===== src/rtl/rf_debug_port.sv =====
// Debug-host master for the core register file: single read/write and full dump.
// Optional dump sequence is built only when RF_DEBUG_DUMP_EN is defined.
module rf_debug_port #(
  parameter int NREGS = 32,
  parameter int AW    = 5,
  parameter int DW    = 32
) (
  input  logic          clk,
  input  logic          reset,
  input  logic          core_halted,
  input  logic          cmd_valid,
  output logic          cmd_ready,
  input  logic [1:0]    cmd_op,
  input  logic [AW-1:0] cmd_addr,
  input  logic [DW-1:0] cmd_wdata,
  output logic          rsp_valid,
  input  logic          rsp_ready,
  output logic [AW-1:0] rsp_addr,
  output logic [DW-1:0] rsp_data,
  output logic          rsp_last,
  output logic          rsp_err,
  output logic [AW-1:0] rf_ra,
  input  logic [DW-1:0] rf_rd,
  output logic [AW-1:0] rf_wa,
  output logic [DW-1:0] rf_wd,
  output logic          rf_we,
  output logic          busy
);

  typedef enum logic [2:0] {
    S_IDLE,
    S_RD,
    S_WR,
    S_RSP
`ifdef RF_DEBUG_DUMP_EN
    , S_DUMP_RD,
    S_DUMP_RSP
`endif
  } state_t;

  state_t        r_state, w_state;
  logic          r_rsp_valid, w_rsp_valid;
  logic [AW-1:0] r_rsp_addr, w_rsp_addr;
  logic [DW-1:0] r_rsp_data, w_rsp_data;
  logic          r_rsp_last, w_rsp_last;
  logic          r_rsp_err, w_rsp_err;
  logic [AW-1:0] r_rf_ra, w_rf_ra;
  logic [AW-1:0] r_rf_wa, w_rf_wa;
  logic [DW-1:0] r_rf_wd, w_rf_wd;
  logic          r_rf_we, w_rf_we;
  logic [AW-1:0] r_addr, w_addr;
  logic          w_accept;
`ifdef RF_DEBUG_DUMP_EN
  logic [AW-1:0] r_cnt, w_cnt;
`endif

  assign cmd_ready = (r_state == S_IDLE) && core_halted && !reset;
  assign w_accept  = cmd_valid && cmd_ready;

  always_comb begin
    w_state     = r_state;
    w_rsp_valid = r_rsp_valid;
    w_rsp_addr  = r_rsp_addr;
    w_rsp_data  = r_rsp_data;
    w_rsp_last  = r_rsp_last;
    w_rsp_err   = r_rsp_err;
    w_rf_ra     = r_rf_ra;
    w_rf_wa     = r_rf_wa;
    w_rf_wd     = r_rf_wd;
    w_rf_we     = 1'b0;
    w_addr      = r_addr;
`ifdef RF_DEBUG_DUMP_EN
    w_cnt       = r_cnt;
`endif
    case (r_state)
      S_IDLE: begin
        if (w_accept) begin
          case (cmd_op)
            2'b00: begin
              w_rf_ra = cmd_addr;
              w_addr  = cmd_addr;
              w_state = S_RD;
            end
            2'b01: begin
              // x0 is hardwired to zero, so the write strobe is suppressed for it
              w_rf_wa = cmd_addr;
              w_rf_wd = cmd_wdata;
              w_rf_we = (cmd_addr != '0);
              w_addr  = cmd_addr;
              w_state = S_WR;
            end
`ifdef RF_DEBUG_DUMP_EN
            2'b10: begin
              w_cnt   = '0;
              w_rf_ra = '0;
              w_state = S_DUMP_RD;
            end
`endif
            default: begin
              w_rsp_valid = 1'b1;
              w_rsp_err   = 1'b1;
              w_rsp_data  = '0;
              w_rsp_last  = 1'b1;
              w_rsp_addr  = cmd_addr;
              w_state     = S_RSP;
            end
          endcase
        end
      end
      S_RD: begin
        w_rsp_valid = 1'b1;
        w_rsp_data  = rf_rd;
        w_rsp_addr  = r_addr;
        w_rsp_last  = 1'b1;
        w_rsp_err   = 1'b0;
        w_state     = S_RSP;
      end
      S_WR: begin
        w_rsp_valid = 1'b1;
        w_rsp_data  = r_rf_wd;
        w_rsp_addr  = r_addr;
        w_rsp_last  = 1'b1;
        w_rsp_err   = 1'b0;
        w_state     = S_RSP;
      end
      S_RSP: begin
        if (rsp_ready) begin
          w_rsp_valid = 1'b0;
          w_state     = S_IDLE;
        end
      end
`ifdef RF_DEBUG_DUMP_EN
      S_DUMP_RD: begin
        w_rsp_valid = 1'b1;
        w_rsp_data  = rf_rd;
        w_rsp_addr  = r_cnt;
        w_rsp_last  = (r_cnt == AW'(NREGS - 1));
        w_rsp_err   = 1'b0;
        w_state     = S_DUMP_RSP;
      end
      S_DUMP_RSP: begin
        if (rsp_ready) begin
          w_rsp_valid = 1'b0;
          if (r_rsp_last) begin
            w_state = S_IDLE;
          end else begin
            w_cnt   = r_cnt + 1'b1;
            w_rf_ra = r_cnt + 1'b1;
            w_state = S_DUMP_RD;
          end
        end
      end
`endif
      default: w_state = S_IDLE;
    endcase
  end

  always_ff @(posedge clk) begin
    if (reset) begin
      r_state     <= S_IDLE;
      r_rsp_valid <= 1'b0;
      r_rsp_addr  <= '0;
      r_rsp_data  <= '0;
      r_rsp_last  <= 1'b0;
      r_rsp_err   <= 1'b0;
      r_rf_ra     <= '0;
      r_rf_wa     <= '0;
      r_rf_wd     <= '0;
      r_rf_we     <= 1'b0;
      r_addr      <= '0;
`ifdef RF_DEBUG_DUMP_EN
      r_cnt       <= '0;
`endif
    end else begin
      r_state     <= w_state;
      r_rsp_valid <= w_rsp_valid;
      r_rsp_addr  <= w_rsp_addr;
      r_rsp_data  <= w_rsp_data;
      r_rsp_last  <= w_rsp_last;
      r_rsp_err   <= w_rsp_err;
      r_rf_ra     <= w_rf_ra;
      r_rf_wa     <= w_rf_wa;
      r_rf_wd     <= w_rf_wd;
      r_rf_we     <= w_rf_we;
      r_addr      <= w_addr;
`ifdef RF_DEBUG_DUMP_EN
      r_cnt       <= w_cnt;
`endif
    end
  end

  assign rsp_valid = r_rsp_valid;
  assign rsp_addr  = r_rsp_addr;
  assign rsp_data  = r_rsp_data;
  assign rsp_last  = r_rsp_last;
  assign rsp_err   = r_rsp_err;
  assign rf_ra     = r_rf_ra;
  assign rf_wa     = r_rf_wa;
  assign rf_wd     = r_rf_wd;
  assign rf_we     = r_rf_we;
  assign busy      = (r_state != S_IDLE);

endmodule


===== config.mk =====
export PLATFORM = sky130hd
export DESIGN_NAME = rf_debug_port
export DESIGN_NICKNAME = d
export VERILOG_FILES = /design/src/rtl/rf_debug_port.sv
export SDC_FILE = /design/constraint.sdc
export NUM_CORES = 1
export LEC_CHECK = 0
export ABC_AREA = 1
export BUFFER_PORTS_ARGS = -buffer_cell sky130_fd_sc_hd__buf_2
export CAP_MARGIN = 30
export CORE_MARGIN = 2
export CORE_UTILIZATION = 40
export CTS_BUF_LIST = sky130_fd_sc_hd__clkbuf_4 sky130_fd_sc_hd__clkbuf_8
export DETAILED_ROUTE_END_ITERATION = 12
export PLACE_DENSITY = 0.66
export SETUP_SLACK_MARGIN = 0.02
export SLEW_MARGIN = 30
export SYNTH_ARGS = -nofsm -noshare
export SYNTH_HDL_FRONTEND = slang
export SYNTH_SLANG_ARGS = --single-unit
export TNS_END_PERCENT = 30

===== constraint.sdc =====
create_clock -name clk -period 4.9 [get_ports clk]
set_input_delay 0.49 -clock clk [delete_from_list [all_inputs] [get_ports clk]]
set_output_delay 0.49 -clock clk [all_outputs]
set_load 0.01 [all_outputs]

==> qor.yml, run 1 <==
outcome:
  status: "finished clean"
global_route:
  grt_start_max_net_pins: 81
  grt_overflow: 0
  antenna_found_initial: 0
  grt_pass1_wl_um: 16730
  grt_use_total: 0.2036
  grt_pass1_vias: 3556
floorplan:
  dieArea_um2: 10290
  core_area_um2: 9240
  ios: 161
  die_x_um: 101.4
  initial_core_util: 0.4108
  fp.dieH_um: 101.4
  fp-row-count: 35
placement:
  dpl_cell_area_um2: 4618
  dp_cells: 789
  hpwl_um: 7352
  gp_congestion: 0.8736
  io_buffer_count: 160
  post-place-ws_ps: 1710
clock_tree:
  h-tree-depth: 3
  cts-root-buf: "clkbuf_8"
  postCtsResizedCells: 0
  hold_buffers: 0
  cts_sinks: 90
  cts_tree: "built"
  post_cts_buffers: 0
  clkTransAtPathRegs_ps: 100
  cts.path.max_buffers: 2
  numCtsBuffers: 9
  insertion_delay_ps: 340
worst_setup_path:
  criticalPathCategory: "input port to flip-flop"
  rr_endpoint: "rf_wd[16]"
  cpLargestDelayFamily: "buffers and inverters"
  reg2regPathDepth: 7
  startpoint_type: "input port"
  max_stage_delay_ps: 700
  critPathBufInv: 4
  worst_ep_required_time_ps: 5140
  arrival_ps: 2950
  timing.critical_path.to_type: "flip-flop"
  r2r_slack_ps: 2370
  cp_cell_sequence: "buf_2 > inv_2 > buf_4 > nand4_4 > nor2_4 > inv_2 > nor2_1 > nor2_1"
  timing.rr.start: "r_state[1]"
  cp_max_fo: 80
  crit_path_top_delay_cell: "nor2_4"
routing:
  wl_per_cell_um: 13.05
  route.detailed.drc: 0
  top_layer: "met4"
  ant_nets: 0
  dr_wl_met2_um: 4940
  firstDrtPassIters: 4
  drt_iter0_drc: 122
  vias_per_cell: 4.809
  dr_wl_met3_um: 723
  drt-total-wl_um: 10510
  vias: 3871
  wirelength_met1_um: 4623
synthesis:
  synthCells: 530
  synth-xor-area-share: 0
  yosys.area.top_type: "dfxtp_1"
  synth_top_family_by_area: "simple AND/OR/NAND/NOR gates"
  yosys.area_share.simple: 0.2568
  synth_mux_area_frac: 0
  syn_avg_cell_area_um2: 7.163
  synth-compound-area-share: 0.1869
  synth_nets: 610
  ys_seq_elements: 90
  synthTopCellsByArea: "dfxtp_1, nor2_1, nand2_1"
  seq_area_frac_synth: 0.4746
  synth_top_area_share: 0.4746
  synth_adder_area_share: 0.01318
  synth_warnings: 0
  synth_area_um2: 3796
  yosysUniqueCellTypes: 26
layout:
  drive_above_1_share: 0.2840
  final_cells: 805
  fillCellCount: 967
  post-route-cell-area_um2: 4796
  final_nets: 751
  diodes: 0
  fin_util: 0.5190
  area_delta_synth_final_pct: 26.33
sta:
  drv_slew: 0
  finalCritPeriodShare: 0.5538
  fin_setup_tns_ps: 0
  hold_slack_ps: 367.7
  relSlewSlack: 0.4413
  max_freq_ghz: 0.3685
  tightest_slew_ps: 836.1
  period_needed_ps: 2713
  skew_ps: 9.483
  rsz0062_at_grt: "false"
  hold_viol: 0
  setup_viol_count_final: 0
  layout_setup_ws_ps: 2187
hold_path:
  min_to: "rf_wd[24]"
  worstHoldStart: "cmd_wdata[24]"
  hp-class: "input port to flip-flop"
  hold_path_depth: 3
power:
  p_seq_frac: 0.377
  comb_power_share: 0.448
  swShare: 0.4394
  clockPowerShare: 0.175
  power_density_nw_per_um2: 544.5
  power.total_mw: 2.612
  ir_drop_v: 0.0002878
  internal_power_mw: 1.464
  p_leak_nw: 2.341
  p_switching_mw: 1.148
flow_run:
  maxCapViolCount: 0
## cells by family (layout without fill, tap and decap cells)
| family | after synthesis | in the layout |
|---|---|---|
| and+or+nand+nor | 243 | 243 |
| AOI/OAI and AO/OA | 134 | 134 |
| DFF | 90 | 90 |
| buffers and inverters | 59 | 205 |
| adders and majority gates | 4 | 4 |
## worst max path at each step
stage,from,cells after the start,endpoint,slack [ps]
after global routing,reset,8,rf_wd[29],1890
after floorplan,r_state[0],8,rsp_addr[1],3330
after detailed placement,reset,8,rf_wd[16],1710
final,reset,8,rf_wd[16],2190
after CTS,reset,8,rf_wd[16],2080
after global placement,reset,8,rf_wd[21],1840
## final cells by class
type                       instances  area, µm²  area share
sequential                        90       1802      0.3757
multi-input combinational        381       1734      0.3616
tap                              129      161.4     0.03366
timing repair buffer             163      823.3      0.1717
clock inverter                     7      53.80     0.01122
inverter                          26      97.59     0.02035
clock buffer                       9      123.9     0.02583
## tightest hold or removal path: stages
cell	delay (ps)
buf_2	70
nor2_1	40
nor2_1	80
## cell usage after synthesis
library cell  number
a21oi_1           53
a22o_1            10
a31oi_1            1
buf_1              2
buf_2              9
buf_4              1
buf_6              3
clkbuf_1          17
clkbuf_2           1
dfxtp_1           90
ha_1               4
inv_1             21
inv_2              5
nand2_1           93
nand2_2            1
nand2_4            1
nand3_1            9
nand4_4            1
nor2_1           132
nor2_2             2
nor2_4             1
nor3_2             1
nor4_1             1
o21ai_0           69
o21ai_1            1
or2_2              1
## power groups by stage
stage	logic (mW)	clock network, mW	registers [mW]
3_5_place_dp	1.18	0	1.00
2_1_floorplan	0.788	0	1.07
4_1_cts	1.18	0.476	0.988
5_1_grt	1.34	0.499	1.00
6_report	1.17	0.458	0.985
3_3_place_gp	1.17	0	0.997
## flip-flops by register name, summed over array words and instances (netlist names)
register	flops
rf_wa	5
rsp_data	32
rf_we	1
rsp_valid	1
rf_wd	32
rsp_addr	5
rsp_err	1
rf_ra	5
r_state	2
r_addr	5
rsp_last	1
## per-layer routing
metal / vias to the layer above / global-route usage
li1: 1988 / -
met3: 17 / 0.03934
met5: - / 0
met1: 1737 / 0.2670
met4: 0 / 0.08212
met2: 129 / 0.3306
## cell usage in the layout, fill, tap and decap left out, drive strengths merged
master and instances:
nor2 135, inv 27, nand2 95, a22o 10
clkbuf 9, nand3 9, o21ai 70, a31oi 1
nand4 1, nor4 1, nor3 1, a21oi 53
ha 4, clkinv 3, buf 163, clkinvlp 3
or2 1, dfxtp 90
Power figures use the tool's default switching activity.
==> run 2: changes to the inputs <==
--- a/config.mk
+++ b/config.mk
@@ -12,7 +12,7 @@
 export CORE_UTILIZATION = 40
 export CTS_BUF_LIST = sky130_fd_sc_hd__clkbuf_4 sky130_fd_sc_hd__clkbuf_8
 export DETAILED_ROUTE_END_ITERATION = 12
-export PLACE_DENSITY = 0.66
+export PLACE_DENSITY = 0.69
 export SETUP_SLACK_MARGIN = 0.02
 export SLEW_MARGIN = 30
 export SYNTH_ARGS = -nofsm -noshare
==> constraint.sdc (replaced) <==
create_clock -name clk -period 2.2 [get_ports clk]
set_input_delay 0.22 -clock clk [delete_from_list [all_inputs] [get_ports clk]]
set_output_delay 0.22 -clock clk [all_outputs]
set_load 0.01 [all_outputs]
==> run 2 against run 1 <==
Against the previous run:
- via count rose by 1.5%
- combinational power up 130%
- first-iteration DRC count increased by 67%
- sequential cell count did not move
- core utilization grew 0.61 points
==> qor.yml, run 2 (same netlist as run 1, synthesis figures left out) <==
outcome:
  status: "finished clean"  # unchanged
clock_tree:
  hold_buffers: 0  # unchanged
  cts_tree: "built"  # unchanged
  post_cts_buffers: 0  # unchanged
  numCtsBuffers: 9  # unchanged
  insertion_delay_ps: 350  # was 340 ps
  h-tree-depth: 3  # unchanged
  cts.path.max_buffers: 2  # unchanged
  cts_sinks: 90  # unchanged
  cts-root-buf: "clkbuf_8"  # unchanged
  clkTransAtPathRegs_ps: 100  # about the same
sta:
  finalCritPeriodShare: 0.8792
  rsz0062_at_grt: "false"  # unchanged
  hold_viol: 0  # unchanged
  period_needed_ps: 1934
  max_freq_ghz: 0.5170
  drv_slew: 0  # unchanged
  tightest_slew_ps: 673.9  # was 836.1 ps
  fin_setup_tns_ps: 0  # unchanged
  skew_ps: 9.651  # was 9.483 ps
  setup_viol_count_final: 0  # unchanged
  relSlewSlack: 0.5508  # was 0.4413
  hold_slack_ps: 87.09  # was 367.7 ps
routing:
  vias_per_cell: 4.839  # was 4.809
  ant_nets: 0  # unchanged
  vias: 3929  # was 3871
  wl_per_cell_um: 13.17  # was 13.05 µm
  firstDrtPassIters: 5  # was 4
  drt-total-wl_um: 10700  # was 10510 µm
  route.detailed.drc: 0  # unchanged
  drt_iter0_drc: 204  # was 122
power:
  internal_power_mw: 3.341  # was 1.464 mW
  comb_power_share: 0.454  # was 0.448
  clockPowerShare: 0.172  # was 0.175
  swShare: 0.4377  # was 0.4394
  p_seq_frac: 0.374  # was 0.377
  p_leak_nw: 2.380  # was 2.341 nW
  p_switching_mw: 2.600  # was 1.148 mW
  power_density_nw_per_um2: 1224  # was 544.5 nW/µm²
  ir_drop_v: 0.0006605  # was 0.0002878 V
placement:
  hpwl_um: 7611  # was 7352 µm
  gp_congestion: 0.8733  # was 0.8736
  io_buffer_count: 160  # unchanged
global_route:
  grt_overflow: 0  # unchanged
  antenna_found_initial: 0  # unchanged
  grt_start_max_net_pins: 80  # was 81
  grt_pass1_wl_um: 16840  # was 16730 µm
  grt_use_total: 0.2075  # was 0.2036
  grt_pass1_vias: 3498  # was 3556
floorplan:
  ios: 161  # unchanged
  dieArea_um2: 10290  # unchanged
  initial_core_util: 0.4108  # unchanged
  die_x_um: 101.4  # unchanged
  fp.dieH_um: 101.4  # unchanged
  core_area_um2: 9240  # unchanged
  fp-row-count: 35  # unchanged
worst_setup_path:
  worst_ep_required_time_ps: 2440  # was 5140 ps
  cp_max_fo: 25  # was 80
  rr_endpoint: "rsp_data[2]"  # was rf_wd[16]
  arrival_ps: 2180  # was 2950 ps
  criticalPathCategory: "flip-flop to flip-flop"  # was input port to flip-flop
  timing.rr.start: "r_state[0]"  # was r_state[1]
  r2r_slack_ps: 270  # was 2370 ps
  reg2regPathDepth: 8  # was 7
  timing.critical_path.to_type: "flip-flop"  # unchanged
  startpoint_type: "flip-flop"  # was input port
layout:
  diodes: 0  # unchanged
  final_common_cell: "buf_2"  # unchanged
  final_nets: 758  # was 751
  drive_above_1_share: 0.2914  # was 0.2840
  area_delta_synth_final_pct: 27.82  # was 26.33%
  fillCellCount: 918  # was 967
  seqCellArea_um2: 1802  # unchanged
  final_cell_mix: "buf_2, nor2_1, nand2_1"  # unchanged
  multiInputGateArea_um2: 1734  # unchanged
hold_path:
  hp-class: "input port to flip-flop"  # unchanged
  hold_path_depth: 3  # unchanged
  worstHoldStart: "cmd_wdata[20]"  # was cmd_wdata[24]
  min_to: "rf_wd[20]"  # was rf_wd[24]
flow_run:
  maxCapViolCount: 0  # unchanged
## run 2: cell types whose count changed in the layout (fill, tap and decap cells not counted), sizes merged
| cell | delta |
|---|---|
| buf | +7 |
| clkinv | +1 |
| clkinvlp | -1 |
## run 2: worst max path at each step
stage,depth (start not counted),to,startpoint,slack [ps]
after global routing,9,rsp_data[9],r_state[0],30
after detailed placement,8,rsp_data[11],r_state[0],250
after floorplan,8,rsp_addr[1],r_state[0],630
after CTS,8,rsp_data[11],r_state[0],220
after global placement,8,rsp_data[1],r_state[0],350
final,8,rsp_data[2],r_state[0],270
## run 2: routing by layer
layer / track usage / share of wire / vias to the layer above
met5: 0 / 0 / -
met4: 0.07796 / 0.024 / 0
met3: 0.03727 / 0.075 / 21
met2: 0.3444 / 0.47 / 155
met1: 0.2700 / 0.43 / 1750
li1: - / - / 2003
## run 2: final cells by class
| class | count | area share |
|---|---|---|
| Sequential cell | 90 | 0.3713 |
| Timing Repair Buffer | 170 | 0.1805 |
| Inverter | 26 | 0.02063 |
| Multi-Input combinational cell | 381 | 0.3574 |
| Clock buffer | 9 | 0.02553 |
| Tap cell | 129 | 0.03326 |
| Clock inverter | 7 | 0.01135 |
## run 2: metrics by stage
step | setup WS (ps) | cells | instance area (µm²) | power, mW | util
after floorplan | 634.8 | 530 | 3796 | 4.138 | -
after global placement | 352.9 | 796 | 4671 | 4.873 | 0.5055
after detailed placement | 248.0 | 796 | 4671 | 4.950 | 0.5055
after CTS | 223.7 | 812 | 4850 | 5.982 | 0.5248
after global routing | 25.26 | 812 | 4852 | 6.440 | 0.5251
final | 265.7 | 812 | 4852 | 5.941 | 0.5251
## run 2: power groups by stage
stage | combinational (mW) | clock, mW | sequential, mW
finish | 2.70 | 1.02 | 2.22
global route | 3.05 | 1.13 | 2.26
CTS | 2.70 | 1.06 | 2.22
detailed placement | 2.69 | 0 | 2.26
global placement | 2.63 | 0 | 2.24
floorplan | 1.76 | 0 | 2.38
## run 2: critical path, cell delays in order (launching register included)
cell and delay [ps]:
dfxtp_1 350, inv_1 90, ha_1 310, nand4_4 190, nand2_2 230, nand2_4 200, buf_4 260, a21oi_1 150
nor2_1 50
## run 2: what timing repair did
item	in CTS	in global routing
gates resized for setup	0	2
endpoints found under the hold margin	0	0
endpoints found under the setup margin	0	5
==> run 3: changes to the inputs <==
--- a/config.mk
+++ b/config.mk
@@ -9,10 +9,10 @@
 export BUFFER_PORTS_ARGS = -buffer_cell sky130_fd_sc_hd__buf_2
 export CAP_MARGIN = 30
 export CORE_MARGIN = 2
-export CORE_UTILIZATION = 40
+export CORE_UTILIZATION = 45
 export CTS_BUF_LIST = sky130_fd_sc_hd__clkbuf_4 sky130_fd_sc_hd__clkbuf_8
 export DETAILED_ROUTE_END_ITERATION = 12
-export PLACE_DENSITY = 0.69
+export PLACE_DENSITY = 0.76
 export SETUP_SLACK_MARGIN = 0.02
 export SLEW_MARGIN = 30
 export SYNTH_ARGS = -nofsm -noshare
==> run 3 against run 2 <==
Against the previous run:
- combinational power about the same
- highest routed layer unchanged
- count of clock-buffer cells in the layout unchanged
- die area shrank 11%
- maximum frequency fell by 0.45%
- cell count fell by 2.8%
- via count up 0.89%
- sequential power barely moved
- global-route usage increased by 2.2 points
- register-to-register slack about the same
- wire length down 1.7%
- worst hold slack is essentially flat
==> qor.yml, run 3 (same netlist as run 1, synthesis figures left out) <==
outcome:
  status: "finished clean"  # unchanged
layout:
  fin_util: 0.5931  # was 0.5251
  area_delta_synth_final_pct: 28.38  # was 27.82%
  drive_above_1_share: 0.2924  # was 0.2914
  final_cell_mix: "buf_2, nor2_1, nand2_1"  # unchanged
  final_common_cell: "buf_2"  # unchanged
  fillCellCount: 821  # was 918
  multiInputGateArea_um2: 1734  # unchanged
  seqCellArea_um2: 1802  # unchanged
  post-route-cell-area_um2: 4873  # was 4852 µm²
  final_nets: 759  # was 758
  diodes: 0  # unchanged
sta:
  finalCritPeriodShare: 0.8832  # was 0.8792
  max_freq_ghz: 0.5147  # was 0.5170 GHz
  tightest_slew_ps: 676.7  # was 673.9 ps
  layout_setup_ws_ps: 257.0  # was 265.7 ps
  fin_setup_tns_ps: 0  # unchanged
  setup_viol_count_final: 0  # unchanged
  hold_viol: 0  # unchanged
  drv_slew: 0  # unchanged
  skew_ps: 8.808  # was 9.651 ps
  period_needed_ps: 1943  # was 1934 ps
  relSlewSlack: 0.5489  # was 0.5508
  rsz0062_at_grt: "false"  # unchanged
placement:
  post-place-ws_ps: 287.2  # was 248.0 ps
  hpwl_um: 7562  # was 7611 µm
  gp_congestion: 0.9523  # was 0.8733
  dpl_cell_area_um2: 4648  # was 4671 µm²
  io_buffer_count: 160  # unchanged
worst_setup_path:
  timing.rr.start: "r_state[0]"  # unchanged
  cp_max_fo: 30  # was 25
  max_stage_delay_ps: 350  # about the same
  crit_path_start: "r_state[0]"  # unchanged
  crit_path_top_delay_cell: "dfxtp_1"  # unchanged
  crit_cells: 8  # unchanged
  reg2regPathDepth: 8  # unchanged
  worst_ep_required_time_ps: 2440  # about the same
  critPathBufInv: 2  # unchanged
  cp_cell_sequence: "inv_1 > ha_1 > nand4_4 > nand2_2 > nand2_4 > buf_4 > o21ai_0 > nor2_1"  # was inv_1 > ha_1 > nand4_4 > nand2_2 > nand2_4 > buf_4 > a21oi_1 > nor2_1
  timing.critical_path.to_type: "flip-flop"  # unchanged
  cpLargestDelayFamily: "simple AND/OR/NAND/NOR gates"  # unchanged
  arrival_ps: 2180  # about the same
  critical_path.endpoint: "rsp_data[28]"  # was rsp_data[2]
  r2r_slack_ps: 260  # was 270 ps
  startpoint_type: "flip-flop"  # unchanged
  rr_endpoint: "rsp_data[28]"  # was rsp_data[2]
  criticalPathCategory: "flip-flop to flip-flop"  # unchanged
routing:
  route.detailed.drc: 0  # unchanged
  drt-total-wl_um: 10510  # was 10700 µm
  ant_nets: 0  # unchanged
  wl_per_cell_um: 13.32  # was 13.17 µm
  firstDrtPassIters: 5  # unchanged
  vias_per_cell: 5.024  # was 4.839
  drt_iter0_drc: 146  # was 204
  vias: 3964  # was 3929
global_route:
  grt-busiest-layer: "met2"  # unchanged
  grtUsageMet2: 0.3899  # was 0.3444
  use_met3: 0.06108  # was 0.03727
  grt_pass1_vias: 3630  # was 3498
  grt_pass1_wl_um: 16410  # was 16840 µm
  grt_overflow: 0  # unchanged
  grt_start_max_net_pins: 80  # unchanged
  antenna_found_initial: 0  # unchanged
  grt_util_met1: 0.2773  # was 0.2700
  grt_use_total: 0.2297  # was 0.2075
clock_tree:
  cts.path.max_buffers: 2  # unchanged
  postCtsResizedCells: 0  # unchanged
  numCtsBuffers: 9  # unchanged
  insertion_delay_ps: 350  # about the same
  post_cts_buffers: 0  # unchanged
  h-tree-depth: 3  # unchanged
  cts-root-buf: "clkbuf_8"  # unchanged
  cts_tree: "built"  # unchanged
  hold_buffers: 0  # unchanged
  cts_sinks: 90  # unchanged
  clkTransAtPathRegs_ps: 100  # about the same
power:
  power.total_mw: 6.167  # was 5.941 mW
  p_leak_nw: 2.412  # was 2.380 nW
  ir_drop_v: 0.0006936  # was 0.0006605 V
  power_density_nw_per_um2: 1266  # was 1224 nW/µm²
floorplan:
  core_area_um2: 8217  # was 9240 µm²
  initial_core_util: 0.4620  # was 0.4108
  ios: 161  # unchanged
  dieArea_um2: 9186  # was 10290 µm²
  die_x_um: 95.85  # was 101.4 µm
  fp.dieH_um: 95.85  # was 101.4 µm
  fp-row-count: 33  # was 35
flow_run:
  maxCapViolCount: 0  # unchanged
hold_path:
  hp-class: "input port to flip-flop"  # unchanged
-- run 3: worst min-delay path by stage --
stage	startpoint	to	slack [ps]	depth (start not counted)
detailed placement	cmd_wdata[15]	rf_wd[15]	450	3
global route	cmd_wdata[12]	rf_wd[12]	80	3
floorplan	reset	rsp_addr[0]	290	1
finish	cmd_wdata[17]	rf_wd[17]	90	3
CTS	cmd_wdata[26]	rf_wd[26]	80	3
global placement	rsp_last	rsp_last	440	2
-- run 3: metal layers --
layer	wire, µm	vias to the layer above
li1	-	2006
met1	4372	1765
met2	4948	168
met3	937	25
met4	250	0
met5	0	-
-- run 3: worst register-to-register path, stage by stage, from the launching register on --
cell	delay, ps
dfxtp_1	350
inv_1	90
ha_1	320
nand4_4	190
nand2_2	240
nand2_4	150
buf_4	260
o21ai_0	200
nor2_1	50
-- run 3: stage by stage --
| stage | hold slack, ps | instances |
|---|---|---|
| final | 86.81 | 789 |
| after global routing | 81.61 | 789 |
| after CTS | 75.71 | 789 |
| after detailed placement | 447.6 | 773 |
| after global placement | 436.8 | 773 |
| after floorplan | 289.1 | 530 |
-- run 3: cell type report --
class	count	share of cell area
flip-flops and latches	90	0.3697
multi-input cells	381	0.3558
repair buffers	171	0.1813
well taps	105	0.02696
clock buffers	9	0.02542
clock inverters	7	0.02080
inverters	26	0.02003
-- run 3: report_power, final --
part / leakage (nW) / total (mW) / switching (mW) / internal (mW)
sequential: 0.733 / 2.22 / 0.215 / 2.00
combinational: 1.57 / 2.69 / 1.76 / 0.932
clock: 0.112 / 1.26 / 0.606 / 0.652
